==> src/rtl/fpu_issue_sched_pkg.sv <==
// Shared definitions for the FP issue scheduler: class encodings, default
// latencies, writeback slot type and the latency-by-class helper.
package fpu_sched_pkg;

   localparam logic [1:0] CLS_NOWB   = 2'b00;
   localparam logic [1:0] CLS_SINGLE = 2'b01;
   localparam logic [1:0] CLS_PIPE   = 2'b10;
   localparam logic [1:0] CLS_DIV    = 2'b11;

   localparam int unsigned DEF_PIPE_LAT = 3;
   localparam int unsigned DEF_DIV_LAT  = 12;

   typedef enum logic {
      DIV_IDLE = 1'b0,
      DIV_BUSY = 1'b1
   } div_state_e;

   typedef struct packed {
      logic       valid;
      logic [4:0] rd;
      logic [1:0] unit;
   } wb_slot_t;

   function automatic int unsigned class_latency(input logic [1:0] cls,
                                                 input int unsigned pipe_lat,
                                                 input int unsigned div_lat);
      case (cls)
         CLS_SINGLE: return 1;
         CLS_PIPE:   return pipe_lat;
         CLS_DIV:    return div_lat;
         default:    return 0;
      endcase
   endfunction

endpackage

==> src/rtl/fpu_issue_sched_if.sv <==
// Decode-to-scheduler issue handshake plus the writeback/unit-start outputs.
interface fpu_issue_sched_if;

   logic       issue_valid;
   logic [1:0] issue_class;
   logic [4:0] issue_rd;
   logic [4:0] issue_rs1;
   logic [4:0] issue_rs2;
   logic [4:0] issue_rs3;
   logic       issue_use_rs1;
   logic       issue_use_rs2;
   logic       issue_use_rs3;
   logic       issue_ready;
   logic       pipe_start;
   logic       div_start;
   logic       div_busy;
   logic       wb_valid;
   logic [4:0] wb_rd;
   logic [1:0] wb_unit;

   modport master (
      output issue_valid, issue_class, issue_rd,
      output issue_rs1, issue_rs2, issue_rs3,
      output issue_use_rs1, issue_use_rs2, issue_use_rs3,
      input  issue_ready, pipe_start, div_start, div_busy,
      input  wb_valid, wb_rd, wb_unit
   );

   modport slave (
      input  issue_valid, issue_class, issue_rd,
      input  issue_rs1, issue_rs2, issue_rs3,
      input  issue_use_rs1, issue_use_rs2, issue_use_rs3,
      output issue_ready, pipe_start, div_start, div_busy,
      output wb_valid, wb_rd, wb_unit
   );

endinterface

==> src/rtl/fpu_issue_sched_div_fsm.sv <==
// Occupancy tracker for the non-pipelined div/sqrt unit: IDLE/BUSY plus a
// down-counter that reaches zero in the writeback cycle.
module fpu_div_fsm
   import fpu_sched_pkg::*;
#(
   parameter int unsigned DIV_LAT = DEF_DIV_LAT
) (
   input  logic clk,
   input  logic reset,
   input  logic i_start,
   output logic o_busy
);

   localparam int unsigned CW = $clog2(DIV_LAT);

   div_state_e       r_state;
   div_state_e       w_state_nxt;
   logic [CW-1:0]    r_cnt;
   logic [CW-1:0]    w_cnt_nxt;

   always_ff @(posedge clk) begin
      if (reset) begin
         r_state <= DIV_IDLE;
         r_cnt   <= '0;
      end else begin
         r_state <= w_state_nxt;
         r_cnt   <= w_cnt_nxt;
      end
   end

   always_comb begin
      w_state_nxt = r_state;
      w_cnt_nxt   = r_cnt;
      case (r_state)
         DIV_IDLE: begin
            if (i_start) begin
               w_state_nxt = DIV_BUSY;
               w_cnt_nxt   = CW'(DIV_LAT - 1);
            end
         end
         DIV_BUSY: begin
            if (r_cnt == '0) w_state_nxt = DIV_IDLE;
            else             w_cnt_nxt   = r_cnt - CW'(1);
         end
         default: w_state_nxt = DIV_IDLE;
      endcase
   end

   assign o_busy = (r_state == DIV_BUSY);

endmodule

==> src/rtl/fpu_issue_sched.sv <==
// FP issue scheduler: scoreboard (RAW/WAW), write-port reservation slots and
// div occupancy decide issue_ready; writeback is scheduled entirely at issue.
module fpu_issue_sched
   import fpu_sched_pkg::*;
#(
   parameter int unsigned PIPE_LAT = DEF_PIPE_LAT,
   parameter int unsigned DIV_LAT  = DEF_DIV_LAT
) (
   input  logic          clk,
   input  logic          reset,
   fpu_issue_sched_if.slave bus
);

   localparam int unsigned LW = $clog2(DIV_LAT + 1);

   logic [31:0]    r_busy;
   logic [31:0]    w_busy_nxt;
   wb_slot_t       r_slot     [1:DIV_LAT];
   wb_slot_t       w_slot_nxt [1:DIV_LAT];
   wb_slot_t       r_wb;
   wb_slot_t       w_wb_nxt;
   logic [DIV_LAT:0] w_res;
   logic [LW-1:0]  w_lat;
   logic           w_writes;
   logic           w_src_hit;
   logic           w_ready;
   logic           w_accept;
   logic           w_div_start;
   logic           w_div_busy;

   // Slot k holds the result that will own the write port k cycles from now.
   always_comb begin
      w_res = '0;
      for (int unsigned k = 1; k <= DIV_LAT; k++) w_res[k] = r_slot[k].valid;
   end

   assign w_lat     = LW'(class_latency(bus.issue_class, PIPE_LAT, DIV_LAT));
   assign w_writes  = (bus.issue_class != CLS_NOWB);
   assign w_src_hit = (bus.issue_use_rs1 && r_busy[bus.issue_rs1]) ||
                      (bus.issue_use_rs2 && r_busy[bus.issue_rs2]) ||
                      (bus.issue_use_rs3 && r_busy[bus.issue_rs3]);
   assign w_ready   = !w_src_hit &&
                      !(w_writes && (r_busy[bus.issue_rd] || w_res[w_lat])) &&
                      !((bus.issue_class == CLS_DIV) && w_div_busy);
   assign w_accept    = bus.issue_valid && w_ready;
   assign w_div_start = w_accept && (bus.issue_class == CLS_DIV);

   always_comb begin
      w_busy_nxt = r_busy;
      if (r_wb.valid) w_busy_nxt[r_wb.rd] = 1'b0;
      if (w_accept && w_writes) w_busy_nxt[bus.issue_rd] = 1'b1;

      for (int unsigned k = 1; k <= DIV_LAT; k++) w_slot_nxt[k] = '0;
      for (int unsigned k = 1; k < DIV_LAT; k++) w_slot_nxt[k] = r_slot[k + 1];
      // The res[L] check guarantees slot L-1 is empty after the shift.
      if (w_accept && (w_lat >= LW'(2)))
         w_slot_nxt[w_lat - LW'(1)] = {1'b1, bus.issue_rd, bus.issue_class};

      w_wb_nxt = r_slot[1];
      if (w_accept && (w_lat == LW'(1)))
         w_wb_nxt = {1'b1, bus.issue_rd, bus.issue_class};
   end

   always_ff @(posedge clk) begin
      if (reset) begin
         r_busy <= '0;
         r_wb   <= '0;
         for (int unsigned k = 1; k <= DIV_LAT; k++) r_slot[k] <= '0;
      end else begin
         r_busy <= w_busy_nxt;
         r_wb   <= w_wb_nxt;
         for (int unsigned k = 1; k <= DIV_LAT; k++) r_slot[k] <= w_slot_nxt[k];
      end
   end

   fpu_div_fsm #(.DIV_LAT(DIV_LAT)) u_div_fsm (
      .clk     (clk),
      .reset   (reset),
      .i_start (w_div_start),
      .o_busy  (w_div_busy)
   );

   assign bus.issue_ready = w_ready;
   assign bus.pipe_start  = w_accept && (bus.issue_class == CLS_PIPE);
   assign bus.div_start   = w_div_start;
   assign bus.div_busy    = w_div_busy;
   assign bus.wb_valid    = r_wb.valid;
   assign bus.wb_rd       = r_wb.rd;
   assign bus.wb_unit     = r_wb.unit;

endmodule

==> src/flat_wrapper.sv <==
// flat-port wrapper written by rule: the top's interface ports become plain ports
module fpu_issue_sched_flat import fpu_sched_pkg::*;
#(
   parameter int unsigned PIPE_LAT = DEF_PIPE_LAT,
   parameter int unsigned DIV_LAT  = DEF_DIV_LAT
)
  (clk, reset, bus_issue_valid, bus_issue_class, bus_issue_rd, bus_issue_rs1, bus_issue_rs2, bus_issue_rs3, bus_issue_use_rs1, bus_issue_use_rs2, bus_issue_use_rs3, bus_issue_ready, bus_pipe_start, bus_div_start, bus_div_busy, bus_wb_valid, bus_wb_rd, bus_wb_unit);
  fpu_issue_sched_if bus_i ();
  input  logic clk;
  input  logic reset;
  input wire logic [$bits(bus_i.issue_valid)-1:0] bus_issue_valid;
  input wire logic [$bits(bus_i.issue_class)-1:0] bus_issue_class;
  input wire logic [$bits(bus_i.issue_rd)-1:0] bus_issue_rd;
  input wire logic [$bits(bus_i.issue_rs1)-1:0] bus_issue_rs1;
  input wire logic [$bits(bus_i.issue_rs2)-1:0] bus_issue_rs2;
  input wire logic [$bits(bus_i.issue_rs3)-1:0] bus_issue_rs3;
  input wire logic [$bits(bus_i.issue_use_rs1)-1:0] bus_issue_use_rs1;
  input wire logic [$bits(bus_i.issue_use_rs2)-1:0] bus_issue_use_rs2;
  input wire logic [$bits(bus_i.issue_use_rs3)-1:0] bus_issue_use_rs3;
  output wire logic [$bits(bus_i.issue_ready)-1:0] bus_issue_ready;
  output wire logic [$bits(bus_i.pipe_start)-1:0] bus_pipe_start;
  output wire logic [$bits(bus_i.div_start)-1:0] bus_div_start;
  output wire logic [$bits(bus_i.div_busy)-1:0] bus_div_busy;
  output wire logic [$bits(bus_i.wb_valid)-1:0] bus_wb_valid;
  output wire logic [$bits(bus_i.wb_rd)-1:0] bus_wb_rd;
  output wire logic [$bits(bus_i.wb_unit)-1:0] bus_wb_unit;
  assign bus_i.issue_valid = bus_issue_valid;
  assign bus_i.issue_class = bus_issue_class;
  assign bus_i.issue_rd = bus_issue_rd;
  assign bus_i.issue_rs1 = bus_issue_rs1;
  assign bus_i.issue_rs2 = bus_issue_rs2;
  assign bus_i.issue_rs3 = bus_issue_rs3;
  assign bus_i.issue_use_rs1 = bus_issue_use_rs1;
  assign bus_i.issue_use_rs2 = bus_issue_use_rs2;
  assign bus_i.issue_use_rs3 = bus_issue_use_rs3;
  assign bus_issue_ready = bus_i.issue_ready;
  assign bus_pipe_start = bus_i.pipe_start;
  assign bus_div_start = bus_i.div_start;
  assign bus_div_busy = bus_i.div_busy;
  assign bus_wb_valid = bus_i.wb_valid;
  assign bus_wb_rd = bus_i.wb_rd;
  assign bus_wb_unit = bus_i.wb_unit;
  fpu_issue_sched #(.PIPE_LAT(PIPE_LAT), .DIV_LAT(DIV_LAT)) u_core (.clk(clk), .reset(reset), .bus(bus_i));
endmodule
==> config.mk <==
export PLATFORM = sky130hd
export DESIGN_NAME = fpu_issue_sched_flat
export DESIGN_NICKNAME = d
export VERILOG_FILES = /design/src/rtl/fpu_issue_sched_pkg.sv /design/src/rtl/fpu_issue_sched_if.sv /design/src/rtl/fpu_issue_sched_div_fsm.sv /design/src/rtl/fpu_issue_sched.sv /design/src/flat_wrapper.sv
export SDC_FILE = /design/constraint.sdc
export NUM_CORES = 1
export LEC_CHECK = 0
export BUFFER_PORTS_ARGS = -buffer_cell sky130_fd_sc_hd__buf_2
export CORE_MARGIN = 1
export CORE_UTILIZATION = 40
export CTS_CLUSTER_DIAMETER = 100
export DETAILED_ROUTE_END_ITERATION = 7
export SYNTH_ARGS = -nofsm -noshare
export SYNTH_HDL_FRONTEND = slang
export SYNTH_SLANG_ARGS = --single-unit
==> constraint.sdc <==
create_clock -name clk -period 7.91 [get_ports clk]
set_clock_uncertainty 0.05 [all_clocks]
set_input_delay 0.791 -clock clk [delete_from_list [all_inputs] [get_ports clk]]
set_output_delay 0.791 -clock clk [all_outputs]
set_load 0.01 [all_outputs]
==> results.json, run 1 <==
{
  "grt_first_pass_wirelength_um": 25500,
  "drc": 0,
  "seq_area_sq_um": 2820,
  "synth_cells": 633,
  "whs_ns": 0.376,
  "hold_buffers": 0,
  "antenna_found_initial": 0,
  "critPathKind": "in2out",
  "worst_skew_pair.late_latency_ns": 0.42,
  "clockRootBuffer": "clkbuf_16",
  "fin_tns_setup_ns": 0,
  "area_delta_synth_final_pct": 13.5,
  "syn_area_per_cell_sq_um": 10.4,
  "ys_seq_elements": 141,
  "synth_top_flop_cell": "dfxtp_1",
  "cts_max_level": 4,
  "drtIter0Drc": 362,
  "multi_input_area_sq_um": 3450,
  "ios": 40,
  "postCtsSetupBuffers": 0,
  "cts_tree": "yes",
  "clock_sinks": 141,
  "slew_headroom_pct": 22.1,
  "powerDensity_nw_per_um2": 224,
  "min_period_ns": 4.87,
  "core_area_sq_um": 15900,
  "initial_core_util_pct": 41.1,
  "grt_pass1_vias": 4525,
  "setup-violations-final": 0,
  "layout-drive-gt1-share_pct": 17.1,
  "wire_per_inst_um": 18.5,
  "grt_max_degree": 146,
  "final_cell_mix": "141 x dfxtp_1, 68 x nand2b_1, 67 x mux2i_1, 52 x nor2b_1, 38 x buf_2",
  "clk_pin_slew_ns": 0.06,
  "die_w_um": 130,
  "yosysUniqueCellTypes": 49,
  "max_freq_mhz": 205,
  "layout_commonest_cell": "dfxtp_1",
  "syn_area_sq_um": 6560,
  "vias_per_cell": 5.52,
  "yosysSeqAreaShare_pct": 43.0,
  "final_area_sq_um": 7440,
  "ys_warn_count": 0,
  "port_buffers": 39,
  "rsz0062_at_grt": "no",
  "endpoint_kind": "output pin",
  "instances_no_fill": 872,
  "hpwl_um": 11000,
  "place_area_sq_um": 6810,
  "status": "finished clean",
  "n_antenna_cell": 0,
  "tightest_slew_ns": 1.17,
  "met1_usage_pct": 28.4,
  "syn_nets": 670,
  "use_met2_pct": 30.0,
  "via_count": 4811,
  "fin_crit_sh_pct": 61.6,
  "routed_wl_um": 16100,
  "drv_cap": 0,
  "final_hold_viol_count": 0,
  "nFillCells": 1491,
  "hp-class": "reg2reg",
  "die_area_sq_um": 16900,
  "cts_resized": 0,
  "dpl.cell_count": 841,
  "gp_congestion": 0.917,
  "drtAntennaViolNets": 0,
  "grt_busiest_layer": "met2",
  "setup.worst_path.start_class": "input port",
  "use_met3_pct": 4.96,
  "cts_made_buffers": 17,
  "cp.arrival_ns": 4.03,
  "cts_buffer_depth": 2,
  "crit_fanout": 28,
  "synth-edff-count": 0,
  "vdd_drop_max_uv": 145,
  "fin_nets": 681,
  "worstPathRequired_ns": 7.07,
  "final-max-slew-violation-count": 0,
  "grt-ovfl-total": 0,
  "synth_async_sr_flop_share_pct": 0,
  "rows": 46,
  "power_leakage_nw": 2.96,
  "first_pass_iters": 5,
  "gr-usage-all-layers_pct": 20.4,
  "die_h_um": 130
}
worst paths after layout:
path,depth (start not counted),slack (ns),startpoint,endpoint
setup / recovery,10,3.04,bus_issue_rd[1],bus_div_start
hold / removal,2,0.38,u_core.r_slot[0][87],u_core.r_slot[0][79]
setup reg to reg,8,4.15,u_core.r_busy[30],u_core.bus.wb_rd[0]
hold reg to reg,2,0.38,u_core.r_slot[0][87],u_core.r_slot[0][79]
Yosys cell counts, types with 2 or more instances:
cell | instances | share of area, %
nand2b_1 | 68 | 6.5
a21oi_1 | 11 | 0.84
or3_1 | 4 | 0.38
a22oi_1 | 2 | 0.23
inv_1 | 18 | 1.0
nor4b_1 | 2 | 0.27
mux4_2 | 29 | 10
and2_1 | 9 | 0.86
dfxtp_1 | 141 | 43
nand2_1 | 36 | 2.1
nand3_1 | 7 | 0.53
nor3b_1 | 5 | 0.57
clkbuf_1 | 28 | 1.6
o21ai_0 | 28 | 2.1
o22ai_1 | 3 | 0.29
buf_6 | 4 | 0.69
mux2i_1 | 67 | 10
a32o_1 | 2 | 0.31
and3_1 | 4 | 0.38
o21ba_2 | 2 | 0.31
nor3_1 | 2 | 0.15
or4_4 | 2 | 0.34
nand4_1 | 2 | 0.19
mux2_2 | 5 | 0.86
buf_1 | 10 | 0.57
or2_2 | 2 | 0.19
o31ai_1 | 22 | 2.5
ha_1 | 9 | 1.7
nand3b_1 | 22 | 2.5
nor2_1 | 12 | 0.69
o31a_1 | 2 | 0.27
a2111oi_0 | 2 | 0.27
nor2b_1 | 52 | 5.0
buf_2 | 4 | 0.31
state kept, by name (all words and copies together), names as in the netlist:
signal	cells
u_core.r_slot	96
u_core.r_busy	32
u_core.bus.wb_rd	5
u_core.u_div_fsm.r_cnt	4
u_core.bus.wb_unit	2
u_core.bus.wb_valid	1
u_core.u_div_fsm.o_busy	1
per-layer routing:
layer | part of all wire [%] | vias to the layer above
li1 | - | 2247
met1 | 46 | 2362
met2 | 44 | 167
met3 | 7.4 | 35
met4 | 2.1 | 0
met5 | 0 | -
through the flow:
step / utilization (%) / worst slack [ns] / power [mW]
final: 46.7 / 3.04 / 1.66
after global routing: 46.7 / 2.82 / 1.72
after CTS: 46.7 / 3.10 / 1.68
after detailed placement: 42.7 / 3.11 / 0.836
after global placement: 42.7 / 3.24 / 0.834
after floorplan: - / 3.96 / 0.808
where the power goes:
group	leakage (nW)	switching (mW)	internal [mW]
Sequential	1.14	0.00595	0.716
Clock	0.308	0.304	0.538
Combinational	1.51	0.0616	0.0373
Total	2.96	0.372	1.29
layout make-up:
| cell class | count | area share [%] |
|---|---|---|
| Clock buffer | 19 | 5.95 |
| Clock inverter | 12 | 2.51 |
| Inverter | 18 | 0.908 |
| Multi-Input combinational cell | 427 | 46.4 |
| Sequential cell | 141 | 37.9 |
| Tap cell | 216 | 3.63 |
| Timing Repair Buffer | 39 | 2.66 |
critical path, stage by stage:
cell	delay (ns)
buf_2	0.32
mux4_2	0.56
a32o_1	0.27
a2111oi_0	0.40
a32oi_1	0.17
or3_1	0.74
inv_1	0.31
nand3_1	0.18
inv_1	0.13
buf_2	0.14
cells by family after synthesis:
family	after synthesis	share of synthesized area [%]
AND/OR/NAND/NOR	234	21.3
flip-flops	141	43.0
multiplexers	102	21.4
buffers and inverters	65	4.31
AO/OA/AOI/OAI	82	8.19
adder cells (fa/ha/maj)	9	1.72
Power figures use the tool's default switching activity.
==> inputs of run 2 (changes only) <==
- ABC_AREA: unset -> 1
- clock period: 7.91 -> 5 ns (I/O delays scaled with it)
==> results.json, run 2 <==
{
  "critPathKind": "in2out",
  "instances_no_fill": 1328,
  "syn_area_per_cell_sq_um": 6.62,
  "grt_pass1_vias": 6491,
  "final_hold_viol_count": 0,
  "cts_max_level": 4,
  "grt_first_pass_wirelength_um": 34700,
  "vias_per_cell": 5.45,
  "vdd_drop_max_uv": 237,
  "drc": 0,
  "postCtsSetupBuffers": 0,
  "setup-violations-final": 0,
  "final_area_sq_um": 8050,
  "gr-usage-all-layers_pct": 24.5,
  "ys_warn_count": 0,
  "r2r_end": "u_core.bus.wb_rd[4]",
  "via_count": 7231,
  "synth_async_sr_flop_share_pct": 0,
  "hp-class": "reg2reg",
  "yosysSeqAreaShare_pct": 38.9,
  "drtAntennaViolNets": 0,
  "reg2reg_slack_ns": 2.07,
  "worst_skew_pair.late_latency_ns": 0.42,
  "hold_path_depth": 2,
  "yosysTopAreaCellShare_pct": 38.9,
  "synth_top_cell_by_area": "dfxtp_1",
  "die_h_um": 137,
  "routed_wl_um": 22000,
  "final-max-slew-violation-count": 0,
  "die_w_um": 137,
  "layout_commonest_cell": "nand2_1",
  "whs_endpoint": "u_core.r_slot[0][14]",
  "initial_core_util_pct": 41.5,
  "largest_reg_flops": 96,
  "syn_nets": 1132,
  "crit_fanout": 41,
  "port_buffers": 39,
  "power_leakage_nw": 3.11,
  "rsz0062_at_grt": "no",
  "first_pass_iters": 5,
  "synth_top_flop_cell": "dfxtp_1",
  "core_area_sq_um": 17500,
  "worstPathRequired_ns": 4.45,
  "status": "finished clean",
  "slew_headroom_pct": 32.2,
  "setup.worst_path.start_class": "input port",
  "r2r_cells": 16,
  "n_antenna_cell": 0,
  "die_area_sq_um": 18700,
  "clk_pin_slew_ns": 0.06,
  "cp.arrival_ns": 2.93,
  "ios": 40,
  "ys_seq_elements": 141,
  "min_from": "u_core.r_slot[0][22]",
  "wire_per_inst_um": 16.5,
  "fin_nets": 1127,
  "synth_common_cells": "279 x nand2_1, 141 x dfxtp_1, 113 x nand3_1, 113 x nor2_1, 99 x inv_1",
  "final_cell_mix": "279 x nand2_1, 141 x dfxtp_1, 113 x nand3_1, 113 x nor2_1, 99 x inv_1",
  "clockRootBuffer": "clkbuf_16",
  "area_delta_synth_final_pct": 10.9,
  "max_freq_mhz": 287,
  "syn_area_sq_um": 7250,
  "endpoint_kind": "output pin",
  "hpwl_um": 14300,
  "clock_sinks": 141,
  "yosysUniqueCellTypes": 25,
  "gp_congestion": 0.859,
  "synth-edff-count": 0,
  "grt-ovfl-total": 0,
  "fin_crit_sh_pct": 69.7,
  "drtIter0Drc": 698,
  "cts_buffer_depth": 2,
  "drv_cap": 0,
  "cts_resized": 0,
  "layout-drive-gt1-share_pct": 8.70,
  "fin_tns_setup_ns": 0,
  "dpl.cell_count": 1296,
  "tightest_slew_ns": 1.02,
  "reg2reg_from": "u_core.r_busy[28]",
  "cts_made_buffers": 17,
  "regMostFlops": "u_core.r_slot",
  "synth.most_common_cell": "nand2_1",
  "hold_buffers": 0,
  "synth_cells": 1095,
  "powerDensity_nw_per_um2": 335,
  "rows": 48,
  "min_period_ns": 3.48,
  "place_area_sq_um": 7430,
  "antenna_found_initial": 0,
  "synth.area.top_cells": "dfxtp_1 39%, nand2_1 14%, nand3_1 7.8%, nand4_1 7.3%, a21oi_1 6.1%",
  "cts_tree": "yes",
  "grt_max_degree": 70
}
## run 2: changes by cell type after synthesis, sizes merged, moves of 17 or more
cell,delta
nand2,+243
nand3,+109
nor2,+102
inv,+86
nand4,+84
a21oi,+77
nand2b,-68
mux2i,-67
nor2b,-52
o21ai,+36
mux4,-30
o31ai,-22
nand3b,-19
buf,+17
## run 2: layer usage
layer  global-route usage [%]  vias up  share of wire [%]
met5                        0        -                  0
met4                     15.6        0                5.3
met3                     4.11       69                6.1
met2                     38.9      261                 46
met1                     30.7     3309                 43
li1                         -     3592                  -
## run 2: how the worst max path moves through the flow
stage / from / endpoint / slack (ns) / depth (start not counted)
finish: bus_issue_class[1] / bus_pipe_start / 1.52 / 17
global route: bus_issue_class[1] / bus_pipe_start / 1.16 / 17
CTS: bus_issue_class[1] / bus_pipe_start / 1.52 / 17
detailed placement: bus_issue_class[1] / u_core.bus.wb_rd[4] / 1.32 / 18
global placement: bus_issue_class[1] / u_core.bus.wb_rd[4] / 1.39 / 18
floorplan: bus_issue_class[0] / bus_pipe_start / 2.23 / 15
## run 2: power by group
| group | leakage (nW) | internal, mW | switching [mW] | total, mW |
|---|---|---|---|---|
| clock network | 0.293 | 0.814 | 0.497 | 1.31 |
| registers | 1.14 | 1.13 | 0.00745 | 1.14 |
| logic | 1.68 | 0.0585 | 0.190 | 0.248 |
## run 2: cell type report
class	count	area, sq um
fillers	1842	9430
multi-input cells	778	3670
flip-flops and latches	141	2820
clock buffers	20	457
inverters	105	394
well taps	225	282
repair buffers	47	258
clock inverters	12	161
## run 2: critical path, stage by stage
cell	delay, ns
buf_2	0.21
inv_1	0.20
ha_1	0.38
inv_1	0.08
nand3_1	0.09
nand2_1	0.05
nand3_1	0.09
nand3_1	0.08
nor2_1	0.08
nand2_1	0.05
nand2_1	0.07
nand3_1	0.14
nor2_4	0.12
buf_4	0.41
nand2_1	0.09
nor2_1	0.12
buf_2	0.15
## run 2: kinds of logic after synthesis
logic type	share of synthesized area, %
adder cells (fa/ha/maj)	1.55
XOR/XNOR	0.242
flip-flops	38.9
multiplexers	1.09
buffers and inverters	10.5
AO/OA/AOI/OAI	10.6
AND/OR/NAND/NOR	37.1
## run 2: per-stage QoR
| stage | hold WS, ns | utilization, % | power (mW) | setup slack [ns] |
|---|---|---|---|---|
| 2_1_floorplan | 0.338 | - | 1.36 | 2.23 |
| 3_3_place_gp | 0.339 | 42.5 | 1.41 | 1.39 |
| 3_5_place_dp | 0.344 | 42.5 | 1.41 | 1.32 |
| 4_1_cts | 0.350 | 46.0 | 2.72 | 1.52 |
| 5_1_grt | 0.365 | 46.0 | 2.79 | 1.16 |
| 6_report | 0.348 | 46.0 | 2.70 | 1.52 |
